<file path="config.mk">
export PLATFORM = sky130hd
export DESIGN_NAME = alu_issue_seq
export DESIGN_NICKNAME = d
export VERILOG_FILES = /design/src/rtl/alu_issue_seq.sv
export SDC_FILE = /design/constraint.sdc
export NUM_CORES = 1
export LEC_CHECK = 0
export ABC_CLOCK_PERIOD_IN_PS = 3000
export CAP_MARGIN = 10
export CORE_MARGIN = 2
export CORE_UTILIZATION = 40
export CTS_BUF_LIST = sky130_fd_sc_hd__clkbuf_8
export DETAILED_ROUTE_END_ITERATION = 12
export GPL_TIMING_DRIVEN = 0
export PLACE_DENSITY = 0.6
export SLEW_MARGIN = 0
export SYNTH_ARGS = -nofsm -noshare
export SYNTH_HDL_FRONTEND = slang
export SYNTH_SLANG_ARGS = --single-unit
</file>
<file path="constraint.sdc">
create_clock -name clk -period 3 [get_ports clk]
set_input_delay 0.75 -clock clk [delete_from_list [all_inputs] [get_ports clk]]
set_output_delay 0.75 -clock clk [all_outputs]
set_load 0.02 [all_outputs]
</file>
<file path="src/rtl/alu_issue_seq.sv">
`default_nettype none
// ============================================================================
// Module   : alu_issue_seq
// Purpose  : Execute-stage sequencer. Accepts one instruction at a time over
//            a valid/ready handshake, reads operands from an internal 8x16
//            register file, drives an external combinational ALU, writes the
//            result back and latches the returned n/z/p flags. Conditional
//            branches are evaluated against that condition register.
// Ports    : clk, rst_n              - clock, async active-low reset
//            instr_valid/ready       - instruction handshake
//            instr, pc               - instruction word and its address
//            alu_op, alu_a, alu_b    - ALU operation and operands (out)
//            alu_res, alu_n/z/p      - ALU result and flags (in)
//            done                    - one-cycle completion pulse
//            br_taken, br_target     - branch outcome, valid with done
//            illegal                 - unsupported opcode, valid with done
//            cond_nzp                - condition register {n,z,p}
//            dbg_addr, dbg_data      - combinational register-file read port
// Revision : 1.0 - initial release
// ============================================================================
module alu_issue_seq #(
    parameter int         NREG    = 8,
    parameter logic [3:0] HOLD_OP = 4'b1111
) (
    input  logic        clk,
    input  logic        rst_n,
    input  logic        instr_valid,
    output logic        instr_ready,
    input  logic [15:0] instr,
    input  logic [15:0] pc,
    output logic [3:0]  alu_op,
    output logic [15:0] alu_a,
    output logic [15:0] alu_b,
    input  logic [15:0] alu_res,
    input  logic        alu_n,
    input  logic        alu_z,
    input  logic        alu_p,
    output logic        done,
    output logic        br_taken,
    output logic [15:0] br_target,
    output logic        illegal,
    output logic [2:0]  cond_nzp,
    input  logic [2:0]  dbg_addr,
    output logic [15:0] dbg_data
);

    typedef enum logic [1:0] {
        S_IDLE   = 2'd0,
        S_DECODE = 2'd1,
        S_EXEC   = 2'd2,
        S_DONE   = 2'd3
    } state_t;

    localparam logic [3:0] C_OP_LAST_ALU = 4'd8;
    localparam logic [3:0] C_OP_BR       = 4'd9;

    state_t      r_state;
    state_t      w_next;

    logic [15:0] r_instr;
    logic [15:0] r_pc;
    logic [15:0] r_regs [NREG];
    logic [2:0]  r_cond;
    logic [3:0]  r_alu_op;
    logic [15:0] r_alu_a;
    logic [15:0] r_alu_b;
    logic        r_br_taken;
    logic [15:0] r_br_target;
    logic        r_illegal;

    // Field decode of the latched instruction word.
    logic [3:0]  w_opcode;
    logic [2:0]  w_dr;
    logic [2:0]  w_sr1;
    logic [2:0]  w_sr2;
    logic        w_imm;
    logic [15:0] w_imm_sext;
    logic [15:0] w_off_sext;
    logic        w_is_alu;
    logic        w_is_br;
    logic        w_accept;

    assign w_opcode   = r_instr[15:12];
    assign w_dr       = r_instr[11:9];
    assign w_sr1      = r_instr[8:6];
    assign w_sr2      = r_instr[2:0];
    assign w_imm      = r_instr[5];
    assign w_imm_sext = {{11{r_instr[4]}}, r_instr[4:0]};
    assign w_off_sext = {{7{r_instr[8]}}, r_instr[8:0]};
    assign w_is_alu   = (w_opcode <= C_OP_LAST_ALU);
    assign w_is_br    = (w_opcode == C_OP_BR);

    assign instr_ready = (r_state == S_IDLE);
    assign w_accept    = instr_valid && instr_ready;

    // ------------------------------------------------------------------
    // State register
    // ------------------------------------------------------------------
    always_ff @(posedge clk or negedge rst_n) begin
        if (!rst_n) begin
            r_state <= S_IDLE;
        end else begin
            r_state <= w_next;
        end
    end

    // ------------------------------------------------------------------
    // Next-state logic. Branches and illegal opcodes need no ALU cycle,
    // so they skip EXEC and finish one cycle earlier.
    // ------------------------------------------------------------------
    always_comb begin
        w_next = r_state;
        case (r_state)
            S_IDLE:   if (w_accept) w_next = S_DECODE;
            S_DECODE: w_next = w_is_alu ? S_EXEC : S_DONE;
            S_EXEC:   w_next = S_DONE;
            S_DONE:   w_next = S_IDLE;
            default:  w_next = S_IDLE;
        endcase
    end

    // ------------------------------------------------------------------
    // Datapath. Operands are registered at the end of DECODE so the ALU
    // sees stable inputs for the whole EXEC cycle; the write-back happens
    // at the closing edge of EXEC, which is also why SR1==DR / SR2==DR
    // read the old register value.
    // ------------------------------------------------------------------
    always_ff @(posedge clk or negedge rst_n) begin
        if (!rst_n) begin
            r_instr     <= '0;
            r_pc        <= '0;
            r_cond      <= 3'b010;
            r_alu_op    <= HOLD_OP;
            r_alu_a     <= '0;
            r_alu_b     <= '0;
            r_br_taken  <= 1'b0;
            r_br_target <= '0;
            r_illegal   <= 1'b0;
            for (int i = 0; i < NREG; i++) begin
                r_regs[i] <= '0;
            end
        end else begin
            case (r_state)
                S_IDLE: begin
                    if (w_accept) begin
                        r_instr <= instr;
                        r_pc    <= pc;
                    end
                end
                S_DECODE: begin
                    if (w_is_alu) begin
                        r_alu_a  <= r_regs[w_sr1];
                        r_alu_b  <= w_imm ? w_imm_sext : r_regs[w_sr2];
                        r_alu_op <= w_opcode;
                    end else if (w_is_br) begin
                        // A zero mask can never intersect the condition code.
                        r_br_taken  <= |(w_dr & r_cond);
                        r_br_target <= r_pc + w_off_sext;
                    end else begin
                        r_illegal <= 1'b1;
                    end
                end
                S_EXEC: begin
                    r_regs[w_dr] <= alu_res;
                    r_cond       <= {alu_n, alu_z, alu_p};
                    r_alu_op     <= HOLD_OP;
                end
                S_DONE: begin
                    r_br_taken <= 1'b0;
                    r_illegal  <= 1'b0;
                end
                default: ;
            endcase
        end
    end

    assign done      = (r_state == S_DONE);
    assign alu_op    = r_alu_op;
    assign alu_a     = r_alu_a;
    assign alu_b     = r_alu_b;
    assign br_taken  = r_br_taken;
    assign br_target = r_br_target;
    assign illegal   = r_illegal;
    assign cond_nzp  = r_cond;
    assign dbg_data  = r_regs[dbg_addr];

endmodule
`default_nettype wire

</file>
* Word level (Yosys, flattened, before mapping)
Cells that the tools add are included.
** Word-level totals
- Flip-flop bits (word level) :: 219
- Input port bits :: 57
- Output and inout port bits :: 75
** Cells by class
- Add/sub/neg operators :: 1
- $lt $le $gt $ge :: 6
- Eq/ne operators :: 9
- Multiplexer cells :: 24
- Bitwise gates (word level) :: 6
- Reduce and logical (&&, ||, !) cells :: 12
** Operators by type and width (count)
- 16-bit binary-select mux with 3-bit select :: 3
- 128-bit bitwise mux :: 1
- 16-bit 2-to-1 mux :: 8
- 16-bit demux with 3-bit select :: 1
- 16-bit adder :: 1
- 4-bit greater-or-equal comparator, second input constant :: 4
- 3-bit NOT with 4-bit output :: 4
- 3-bit AND reduction :: 3
- 2-bit != test, second input constant :: 4
- 2-bit one-hot mux with 4 select lines :: 1
- 4-bit one-hot mux with 2 select lines :: 1
- 2-bit AND reduction :: 3
- 1-bit 2-to-1 mux :: 5
- 2-bit == test, second input constant :: 2
- 4-bit == test, second input constant :: 1
- 4-bit <= comparator, second input constant :: 1
- 4-bit by 1-bit < comparator with 1-bit output, second input constant :: 1
- 4-bit 2-to-1 mux :: 1
- 1-bit one-hot mux with 2 select lines :: 2
- 2-bit nonzero test :: 2
- 3-bit bitwise AND :: 1
- 3-bit OR reduction :: 1
- 2-bit by 1-bit == test with 1-bit output, second input constant :: 1
- 1-bit logical AND :: 2
- other kinds (4) :: 4

* Logic depth before layout (Yosys ltp)
- Depth after elaboration :: 6
- Gate-level depth with buffers :: 8
- Depth with buffers taken out :: 7

* Worst setup path after synthesis
Ideal clock, no wire load.
- Path kind :: input port to output port
- From :: in dbg_addr[0]
- To :: out dbg_data[0]
- Arrival :: 2023 ps
- Data required time :: 2250 ps
- Path slack :: 227 ps
- Stages on the path :: 4
- Cell sequence :: buf_2 -> buf_2 -> mux4_2 -> mux2_2
** On the way
- Word-level cells in the longest chain between the ends :: 4
** Ends and longest elaborated chain
- start: declaration :: line 43 : input logic [2:0] dbg_addr,
- 3-bit NOT with 4-bit output (not written as such) :: line 185 : assign dbg_data = r_regs[dbg_addr];
- 16-bit binary-select mux with 3-bit select :: line 185
- 16-bit 2-to-1 mux (not written as such) (2 in series) :: line 185
- end: declaration :: line 44 : output logic [15:0] dbg_data
No other way between the ends. The select of a mux whose other input is x is not followed.

* Final worst setup path
- From :: in dbg_addr[0]
- To :: out dbg_data[11]
Same word-level chain as after synthesis.

==> summary.txt <==
Run status
  • Status: finished, final reports clean

Worst setup path
  • Worst R2R Setup Slack: 0.58 ns
  • R2R Path Start: r_instr[0]
  • Crit path from: dbg_addr[0]
  • CP max FO: 5
  • CP endpoint kind: primary output
  • Required time of the critical path: approximately 2.3 ns
  • CP Launch Type: input pin
  • CP arrival: 2.22 ns
  • CP Class: input pin to primary output

Timing
  • F_max: between 300 and 400 MHz
  • Relative slew slack: a little under a third
  • RSZ-0062 raised after global routing: false
  • Final Max Tran Viols: 0
  • Worst-Margin Slew: between 1 and 1.5 ns
  • Final worst path period share: between 90% and 100%
  • Crit path time final: between 2 and 3 ns
  • Clock Skew: 0.0174 ns
  • Endpoints failing setup: 0
  • Fin. Hold Viols: 0

Yosys
  • YS warnings: 0
  • Post-Syn Area: between 10000 and 15000 sq um
  • Synth Area per Inst: 14.0 sq um
  • Synth cell types: between 60 and 70
  • Seq cells post-synth: approximately 220
  • Post-synthesis mux area share: between 30% and 40%
  • Post-Syn Nets: 949
  • Synth Area in Adders: about 2.1%
  • Complex-gate fraction of the synthesized area: roughly 6.6%
  • Post-synth ARST share: 100%
  • XOR/XNOR Fraction of Synth Area: less than 1%
  • Largest family of logic cells by synthesized area: multiplexers
  • Register area share after synthesis: between 40 and 50%
  • Post-synth EDFFs: 0
  • Syn Inst Count: roughly 870
  • Simple-gate share of the synthesized area: 5.72%
  • Post-synth top flop: dfrtp_1

Floorplanning
  • I/O pin count: 132
  • CORE AREA: roughly 30000 sq um
  • DIE AREA: 32000 sq um
  • Initial core utilization: 40.3%
  • DIE HEIGHT: 179 microns
  • Rows: 64
  • Die X: 179 microns

Clock network
  • Max H-tree Level: 2
  • Num Clock Sinks: 219
  • CTS tree: built
  • Clk Latency, worst-skew pair: ~0.54 ns
  • Clk root buf: clkbuf_8
  • CTS buffer count: 39
  • Maximum clock insertion buffer count: 3
  • Clk slew on worst S/H paths: around 0.050 ns
  • # hold bufs at CTS: 0

Placement
  • RePlAce Congestion: about 0.83
  • DP Area: around 14000 sq um
  • Final HPWL DP: between 20000 and 25000 microns
  • Buffers on Ports: 129

Final layout
  • Leading cell type in the layout, fill and taps excluded: dfrtp_1
  • Number of diodes: 0
  • Layout cells sized above 1: 38.5%
  • Fill count: between 2000 and 3000
  • Most frequent cells in the layout: dfrtp_1, mux2_2, clkdlybuf4s50_1
  • Syn-to-layout area delta: 22.6%
  • Nets: roughly 1100
  • Finished Cell Area: 15000 sq um

Pwr
  • VDD IR-drop max: 0.000374 V
  • Pwr Total: around 18 mW
  • PD cells: between 1000 and 1500 nW/um^2
  • Leakage: about 6.3 nW

Job
  • MaxCap Viol Count: 0

Route
  • Routed vias: around 8000
  • Drt pass-1 iters: 4
  • Detail Route Antenna Nets: 0
  • Avg WL per Cell: between 20 and 25 microns
  • Post-route DRC violation count: 0
  • Via-per-instance ratio: 5.53
  • Total wire length: approximately 34000 microns
  • Iteration-0 DRC Markers: 543

Global route
  • Total grt overflow: 0
  • Largest net degree at the start of global routing: roughly 100
  • First-pass GRT wire length: slightly above 50000 microns
  • Antenna violations before repair: 0
  • Vias in the first global route: 8361
  • Global Route Usage Sum: between 20 and 25%

Min path
  • Hold WC Path Type: input pin to async pin
stage by stage:
stage	setup slack, ns	cells	hold WS, ns	util, %	TNS, ns
after floorplan	0.227	872	0.454	-	0
after global placement	-8.38	1397	0.461	46.2	-1833.69
after detailed placement	-1.19	1399	0.469	46.4	-18.51
after CTS	0.00133	1471	0.111	49.4	0
after global routing	0.00503	1474	0.125	49.4	0
final	0.0274	1474	0.114	49.4	0
area by class of cell:
class                   instances  area, sq um  share of cell area [%]
multi-input cells             583         6260                    41.7
well taps                     396          495                    3.30
inverters                       8         30.0                   0.200
clock inverters                20         90.1                   0.601
plain buffers                  62          569                    3.80
flip-flops and latches        219         5490                    36.6
clock buffers                  50          688                    4.59
repair buffers                136         1380                    9.19
logic make-up after synthesis:
family	count (synthesis)
AO/OA/AOI/OAI	123
multiplexers	295
flip-flops	219
XOR/XNOR	10
adder cells (fa/ha/maj)	20
buffers and inverters	70
AND/OR/NAND/NOR	135
path summary, 6_finish.rpt:
check | endpoint | cells past startpoint
setup / recovery | dbg_data[11] | 6
hold reg to reg | alu_a[11] | 2
max in group asynchronous | r_regs[103] | 3
hold / removal | br_target[11] | 1
setup reg to reg | br_target[8] | 7
min in group clk | alu_a[11] | 2
timing repair:
item	CTS	global route
setup endpoints to repair	16	8
setup buffers	2	3
resized for setup	58	8
pin swaps	0	0
sequential cells by signal, indices dropped and copies added, names as in the netlist:
name and flops:
alu_a 16, cond_nzp 3, r_regs 128, br_taken 1
br_target 16, r_pc 16, illegal 1, alu_b 16
r_instr 16, r_state 2, alu_op 4
synth_stat cells, drive strengths merged, types with 4 or more instances:
library cell  instances  share of area, %
nand2                61               1.9
nand4b                4              0.46
nor2b                12              0.61
a21o                  7              0.43
inv                   8              0.25
clkbuf               22               1.4
xor2                  8              0.57
a211oi               17               1.5
mux2i                18               1.5
mux2                181                17
nand4                 5              0.31
a21oi                23               1.0
nor2                 28              0.86
ha                   19               1.9
mux4                 96                18
nor3                  8              0.46
buf                  40               2.3
dfrtp               214                44
dfstp                 5               1.1
nand3                 5              0.20
o21ai                56               2.3
routing by layer:
layer  vias to the layer above  track usage, %  part of all wire, %
met5                         -               0                    0
met4                         0            5.62                  2.2
met3                        50            3.54                  6.3
met2                       224            35.6                   48
met1                      4175            30.0                   43
li1                       3709               -                    -
critical path: stages:
cell	delay [ns]
buf_6	0.14
buf_12	0.13
buf_12	0.11
mux4_2	0.50
mux2_2	0.29
clkdlybuf4s15_1	0.29
power by group:
part / internal (mW) / switching [mW] / leakage [nW]
Sequential: 4.46 / 1.26 / 2.64
Combinational: 5.16 / 4.68 / 3.17
Clock: 1.50 / 1.27 / 0.446
Note: power is estimated with default switching activity, not from simulation.
